==> src/rtl/mem_arbiter.sv <==
`default_nettype none
// mem_arbiter: shares one memory slave port between instruction fetch (IFU) and load/store (LSU).
// Build macro MEM_ARB_RR_EN selects round-robin arbitration; default is fixed LSU priority.
module mem_arbiter #(
  parameter int AW      = 32,
  parameter int DW      = 32,
  parameter int TIMEOUT = 255
) (
  input  logic          clk,
  input  logic          rst,
  // instruction fetch master
  input  logic          ifu_req_valid,
  output logic          ifu_req_ready,
  input  logic [AW-1:0] ifu_addr,
  output logic          ifu_resp_valid,
  output logic [DW-1:0] ifu_rdata,
  // load/store master
  input  logic          lsu_req_valid,
  output logic          lsu_req_ready,
  input  logic          lsu_we,
  input  logic [1:0]    lsu_format,
  input  logic [AW-1:0] lsu_addr,
  input  logic [DW-1:0] lsu_wdata,
  output logic          lsu_resp_valid,
  output logic [DW-1:0] lsu_rdata,
  // memory slave
  output logic          mem_req_valid,
  input  logic          mem_req_ready,
  output logic          mem_we,
  output logic [1:0]    mem_format,
  output logic [AW-1:0] mem_addr,
  output logic [DW-1:0] mem_wdata,
  input  logic          mem_resp_valid,
  input  logic [DW-1:0] mem_rdata,
  output logic          bus_err
);

  localparam logic [7:0] C_TIMEOUT  = 8'(TIMEOUT);
  localparam logic [1:0] C_FMT_WORD = 2'b10;

  typedef enum logic [1:0] {
    S_IDLE  = 2'd0,
    S_ISSUE = 2'd1,
    S_WAIT  = 2'd2
  } state_t;

  state_t        r_state;
  logic          r_owner;   // 1 = LSU owns the transaction in flight
  logic [7:0]    r_cnt;
  logic          r_we;
  logic [1:0]    r_fmt;
  logic [AW-1:0] r_addr;
  logic [DW-1:0] r_wdata;
  logic          r_err;

  logic w_grant_ifu;
  logic w_grant_lsu;
  logic w_resp_hit;
  logic w_timeout;
  logic w_abort;

`ifdef MEM_ARB_RR_EN
  logic r_last;   // 1 = LSU received the most recent grant

  always_comb begin
    w_grant_ifu = 1'b0;
    w_grant_lsu = 1'b0;
    if (r_state == S_IDLE) begin
      if (ifu_req_valid && lsu_req_valid) begin
        w_grant_ifu = r_last;
        w_grant_lsu = ~r_last;
      end else begin
        w_grant_ifu = ifu_req_valid;
        w_grant_lsu = lsu_req_valid;
      end
    end
  end
`else
  always_comb begin
    w_grant_ifu = 1'b0;
    w_grant_lsu = 1'b0;
    if (r_state == S_IDLE) begin
      w_grant_lsu = lsu_req_valid;
      w_grant_ifu = ifu_req_valid & ~lsu_req_valid;
    end
  end
`endif

  // A real response in the same cycle as the timeout wins; the abort only fires without one.
  assign w_resp_hit = (r_state == S_WAIT) && mem_resp_valid;
  assign w_timeout  = (r_state != S_IDLE) && (r_cnt == C_TIMEOUT);
  assign w_abort    = w_timeout && !w_resp_hit;

  always_ff @(posedge clk or negedge rst) begin
    if (!rst) begin
      r_state <= S_IDLE;
      r_owner <= 1'b0;
      r_cnt   <= 8'd0;
      r_we    <= 1'b0;
      r_fmt   <= 2'b00;
      r_addr  <= '0;
      r_wdata <= '0;
      r_err   <= 1'b0;
`ifdef MEM_ARB_RR_EN
      r_last  <= 1'b1;
`endif
    end else begin
      case (r_state)
        S_IDLE: begin
          if (w_grant_ifu || w_grant_lsu) begin
            r_state <= S_ISSUE;
            r_owner <= w_grant_lsu;
            r_cnt   <= 8'd0;
            r_we    <= w_grant_lsu ? lsu_we : 1'b0;
            r_fmt   <= w_grant_lsu ? lsu_format : C_FMT_WORD;
            r_addr  <= w_grant_lsu ? lsu_addr : ifu_addr;
            r_wdata <= w_grant_lsu ? lsu_wdata : '0;
`ifdef MEM_ARB_RR_EN
            r_last  <= w_grant_lsu;
`endif
          end
        end
        S_ISSUE: begin
          if (w_timeout) begin
            r_state <= S_IDLE;
            r_err   <= 1'b1;
          end else begin
            r_cnt <= r_cnt + 8'd1;
            if (mem_req_ready) begin
              r_state <= S_WAIT;
            end
          end
        end
        S_WAIT: begin
          if (mem_resp_valid) begin
            r_state <= S_IDLE;
          end else if (w_timeout) begin
            r_state <= S_IDLE;
            r_err   <= 1'b1;
          end else begin
            r_cnt <= r_cnt + 8'd1;
          end
        end
        default: r_state <= S_IDLE;
      endcase
    end
  end

  assign ifu_req_ready  = w_grant_ifu;
  assign lsu_req_ready  = w_grant_lsu;

  assign ifu_resp_valid = (w_resp_hit || w_abort) && !r_owner;
  assign lsu_resp_valid = (w_resp_hit || w_abort) &&  r_owner;
  assign ifu_rdata      = (w_resp_hit && !r_owner) ? mem_rdata : '0;
  assign lsu_rdata      = (w_resp_hit &&  r_owner) ? mem_rdata : '0;

  assign mem_req_valid  = (r_state == S_ISSUE);
  assign mem_we         = r_we;
  assign mem_format     = r_fmt;
  assign mem_addr       = r_addr;
  assign mem_wdata      = r_wdata;
  assign bus_err        = r_err;

endmodule
`default_nettype wire

==> config.mk <==
export PLATFORM = sky130hd
export DESIGN_NAME = mem_arbiter
export DESIGN_NICKNAME = d
export VERILOG_FILES = /design/src/rtl/mem_arbiter.sv
export SDC_FILE = /design/constraint.sdc
export NUM_CORES = 1
export LEC_CHECK = 0
export ABC_AREA = 0
export CORE_MARGIN = 3
export CORE_UTILIZATION = 39
export CTS_BUF_LIST = sky130_fd_sc_hd__clkbuf_8
export DETAILED_ROUTE_END_ITERATION = 7
export PLACE_DENSITY_LB_ADDON = 0.08
export SYNTH_ARGS = -nofsm -noshare
export SYNTH_HDL_FRONTEND = slang
export SYNTH_SLANG_ARGS = --single-unit
==> constraint.sdc <==
create_clock -name clk -period 2.8 [get_ports clk]
set_input_delay 0.56 -clock clk [delete_from_list [all_inputs] [get_ports clk]]
set_output_delay 0.56 -clock clk [all_outputs]
set_load 0.01 [all_outputs]
---- After elaboration in Yosys (flattened, before gate mapping) ----
Cells that the tools add are included.
cells by class
  bitwise operators ....................... 2
  reduce and logical (&&, ||, !) cells .... 19
  magnitude comparators ................... 0
  mux-type cells .......................... 21
  multipliers ............................. 0
  eq/ne operators ......................... 7
  divide/modulo/power cells ............... 0
  add/subtract/negate cells ............... 1
  shift operators ......................... 0
operators with widths
  cell                 number
  $mux 32              4
  $mux 8               3
  $pmux 8 s3           1
  $mux 2               6
  $add 8x1->8 const B  1
  $eq 8x8->1 const B   1
  $logic_and 1x1->1    7
  $pmux 2 s3           1
  $reduce_and 3->1     2
  $mux 1               5
  $reduce_and 2->1     2
  $reduce_bool 2->1    2
  $ne 3x1->1 const B   1
  $ne 3x3->1 const B   1
  $reduce_bool 3->1    1
  $eq 2x1->1 const B   1
  $eq 2x2->1 const B   1
  $logic_not 1->1      2
  $logic_not 2->1      1
  $logic_or 1x1->1     2
  $ne 2x1->1 const B   1
  $ne 2x2->1 const B   1
  $pmux 1 s2           1
  $and 1x1->1          1
  $not 1->1            1
storage, ports and cells
  latch bits .............................. 0
  ROM bits ................................ 0
  memories ................................ 0
  input bits .............................. 137
  output and inout bits ................... 137
  logic and storage cells ................. 58
  flip-flop bits (word level) ............. 79
  bits in writable memories ............... 0

---- Depth between registers and ports, before layout ----
  word-level depth ........................ 6
  gate-level depth with buffers ........... 8
  gate-level depth less buffers ........... 6

---- Worst setup path before layout ----
No wires, ideal clock.
  path kind ............................... register -> output
  start ................................... reg r_state[1]
  end ..................................... out lsu_resp_valid
  arrival time ............................ 1717 ps
  setup slack ............................. 523 ps
  required time ........................... 2240 ps
  path buffers ............................ 2
  stages on the path, launching flop included .. 8
  cells stage by stage .................... dfrtp_1 -> inv_1 -> ha_1 -> buf_6 -> nand2b_1 -> or3_1 -> clkbuf_1 -> a21boi_0
between the ends
  cells in the longest elaborated chain, start to end .. 6
  elaborated cells between the ends (all ways) .. 8
  classes of those cells .................. eq/ne (1); reduce/logical (7)
ends and longest elaborated chain
  what                    RTL line  source
  from (decl)             47        state_t r_state;
  from (signal assigned)  96        r_state <= S_IDLE;
  from (signal assigned)  111       r_state <= S_ISSUE;
  from (signal assigned)  125       r_state <= S_IDLE;
  $eq 2x2->1              90        assign w_resp_hit = (r_state == S_WAIT) && mem_resp_valid;
  $logic_and 1x1->1       90
  $logic_not 1->1         92        assign w_abort = w_timeout && !w_resp_hit;
  $logic_and 1x1->1       92
  $logic_or 1x1->1 (*)    153       assign lsu_resp_valid = (w_resp_hit || w_abort) && r_owner;
  $logic_and 1x1->1 (*)   153
  to (decl)               24        output logic lsu_resp_valid,
Every way passes the cells marked *; elsewhere a longest branch is shown, timed or not.

---- Final worst setup path ----
  start ................................... in mem_resp_valid
  end ..................................... out lsu_rdata[24]
between the ends
  cells in the longest elaborated chain, start to end .. 3
ends and longest elaborated chain
  what               RTL line  source
  from (decl)        33        input logic mem_resp_valid,
  $logic_and 1x1->1  90
  $logic_and 1x1->1  155       assign lsu_rdata = (w_resp_hit && r_owner) ? mem_rdata : '0;
  $mux 32            155
  to (decl)          25        output logic [DW-1:0] lsu_rdata,
No other way between the ends.

==> key figures <==
Critical path
  • CP peak stage delay: 0.56 ns
  • CP dominant cell by count: clkdlybuf4s50_1
  • Slowest CP cell: clkdlybuf4s50_1
  • FF-to-FF path depth: 7
  • Crit path max fanout: 32
  • Crit path launch: mem_resp_valid
  • Crit path DAT: 2.17 ns
  • Buf+Inv Stages, Crit Path: 3
  • CP endpoint kind: output port
  • R2R Path End: r_cnt[5]
  • Worst setup SP type: primary input
  • Critical Path RT: 2.24 ns
  • Crit Path Class: primary input to output port
  • Reg2Reg Setup Slack: 0.77 ns
  • R2r startpoint: r_state[1]
  • CP delay by family, top: buffers and inverters
  • CP Cell Sequence: clkdlybuf4s50_1, and3_4, buf_12, and2_1, clkdlybuf4s50_1

Global routing
  • Initial antenna violation count: 0
  • Total track usage: 24.0%
  • Vias in the first global route: 4089
  • First-pass GRT wire length: 21300 um
  • Remaining Overflow, GRT: 0
  • Largest net degree at the start of global routing: 80

Timing
  • Worst slew pin tran: 0.580 ns
  • Hold Slack: 0.216 ns
  • Final worst-path cycle share: 97.5%
  • Max Freq: 0.366 GHz
  • Unrepaired setup endpoints after global routing: no
  • Clk_skew: 0.00946 ns
  • Pins over their slew limit: 0
  • Hold Vio Cnt, Final: 0
  • Min Tclk post-route: 2.73 ns
  • Setup TNS: 0 ns
  • Final setup viols: 0
  • Slew HR: 61.3%

CTS
  • Worst-path clk slew: 0.09 ns
  • CTS HTree Levels: 3
  • Sink Count: 79
  • TritonCTS Buffers: 9
  • Clock Tree Buf Depth: 2
  • Clk Latency, worst-skew pair: 0.34 ns
  • CTS tree: built
  • Root Driver: clkbuf_8

Logic synthesis
  • Count of cell types in the netlist: 40
  • Cell Area, Synth: 0.00389 mm2
  • Ys Warns: 0
  • Avg Cell Area, Syn: 10.2 um2
  • Post-synthesis sequential area ratio: 50.8%
  • Post-synth net total: 524
  • Flops & latches, synth: 79
  • Synthesized instance count: 382

Placed design
  • PortBufs: 273
  • Placer Congestion: 0.874
  • Post-DP HPWL: 10800 um

Cells and area
  • Layout cells sized above 1: 6.35%
  • Nets: 798
  • Layout area overhead: 85.7%
  • # diodes: 0
  • Most frequent cells in the layout: 232 x clkdlybuf4s50_1, 79 x dfrtp_1, 64 x and2_1
  • Multi-input gate area: 0.00182 mm2
  • Most common cell after layout, fill and taps aside: clkdlybuf4s50_1
  • Fillcell total: 696
  • Reg area: 0.00198 mm2

Die
  • Die H: 106 um
  • Core footprint: 0.00946 mm2
  • I/O pin cnt: 274
  • Chip width: 106 um
  • Full die area: 0.0112 mm2
  • Num rows: 35
  • Initial core utilization: 41.2%

Pwr
  • Sw frac: 34.3%
  • P_int: 3860 uW
  • Pwr per Cell Area: 812 mW/mm2
  • P_leak: 0.00385 uW
  • VDD IR-drop max: 0.000571 V
  • Clock power share: 18.6%
  • NetSw: 2010 uW
  • Combinational share of power: 48.9%
  • Reg power frac: 32.5%

Route
  • Post-Route WL: 14200 um
  • DRC viols: 0
  • Wirelength per Cell: 18.0 um
  • Post-DR vias/cell: 4.93
  • Antenna Nets Post-Route: 0
  • Vias: 3894
  • Initial DRC count: 199
  • Drt first pass iters: 4

Worst hold path
  • Worst hold path class: primary input to async pin

Outcome
  • Status: finished clean

Run
  • Max-cap check violation count: 0
==> stage by stage <==
step                cells  total power [uW]  setup WS [ns]  cell area (um2)  utilization [%]
floorplan             382              3190          0.523             3890                -
global placement      771              4710         0.0706             6820             72.1
detailed placement    771              4800         0.0302             6820             72.1
CTS                   787              5910         0.0266             7090             74.9
global route          790              6240       0.000925             7230             76.5
finish                790              5880         0.0710             7230             76.5
==> routing by layer <==
metal	vias up	GRT usage (%)	wire length (um)
met3	21	7.95	1110
met1	1824	25.0	5200
met5	-	0	0
met4	0	6.85	286
li1	1876	-	-
met2	173	45.6	7620
==> registers in the layout, indices dropped and copies added (netlist names) <==
name        cells
mem_addr       32
mem_wdata      32
r_cnt           8
mem_format      2
r_state         2
bus_err         1
mem_we          1
r_owner         1
==> layout make-up <==
class | instances | area share [%]
clock buffer | 9 | 1.71
multi-input combinational | 272 | 25.2
timing repair buffer | 289 | 41.4
clock inverter | 7 | 1.89
tap | 129 | 2.23
inverter | 5 | 0.260
sequential | 79 | 27.3
==> power groups by stage <==
stage          combinational (uW)  clock, uW  sequential (uW)
2_1_floorplan                1100          0             2090
3_3_place_gp                 2810          0             1890
3_5_place_dp                 2890          0             1910
4_1_cts                      2890       1110             1910
5_1_grt                      3100       1160             1970
6_report                     2870       1090             1910
==> worst max path at each step <==
stage,to,depth (start not counted),slack [ns]
4_1_cts,ifu_rdata[12],7,0.03
3_3_place_gp,ifu_rdata[24],6,0.07
6_report,lsu_rdata[24],5,0.07
5_1_grt,lsu_rdata[24],6,0.0009
2_1_floorplan,lsu_resp_valid,7,0.52
3_5_place_dp,ifu_rdata[12],6,0.03
==> worst register-to-register path: stages (launching register included) <==
cell	delay, ns
dfrtp_1	0.42
inv_1	0.12
ha_1	0.19
buf_4	0.17
and3b_1	0.21
a211oi_1	0.28
mux2_2	0.37
a22o_1	0.17
==> Yosys cell counts (all sizes together) <==
cell     instances  area (um2)
o31ai            1        7.51
nand4            2        12.5
o21bai           1        7.51
o211ai           2        15.0
or4b             1        10.0
nor3b            1        18.8
nand3b           1        7.51
clkbuf          19        72.6
a21boi           1        7.51
mux2i           31         310
and3b            1        8.76
nor2             6        22.5
mux2             1        11.3
a211oi           1        7.51
and4             1        8.76
a31o             1        8.76
nand2           48         180
nand4b           3        26.3
clkinv           1        3.75
nand2b           2        12.5
nand3            9        45.0
or2              1        6.26
a21oi            9        45.0
and3             1        6.26
nor3             3        15.0
o22ai            1        6.26
inv              4        15.0
a21o             1        7.51
buf              7        40.0
and2            64         400
or3              1        6.26
dfrtp           79        1980
o21ai           34         170
a22o            37         324
o2111ai          1        8.76
ha               5        62.6
==> cell families (layout without fill, tap and decap cells) <==
group | count (synthesis) | count (layout) | synth area share (%)
DFF | 79 | 79 | 50.8
muxes | 32 | 32 | 8.26
adders and majority gates | 5 | 5 | 1.61
AOI/OAI and AO/OA | 90 | 90 | 15.8
and+or+nand+nor | 145 | 145 | 20.2
buffers and inverters | 31 | 310 | 3.37
==> what timing repair did <==
action | CTS | global route
buffers inserted | 0 | 2
resized for setup | 4 | 45
hold buffers | 0 | 0
gates cloned | 0 | 1
pin swaps | 0 | 1
endpoints found under the setup margin | 11 | 66
No activity file was read; power rests on OpenSTA's default activity.
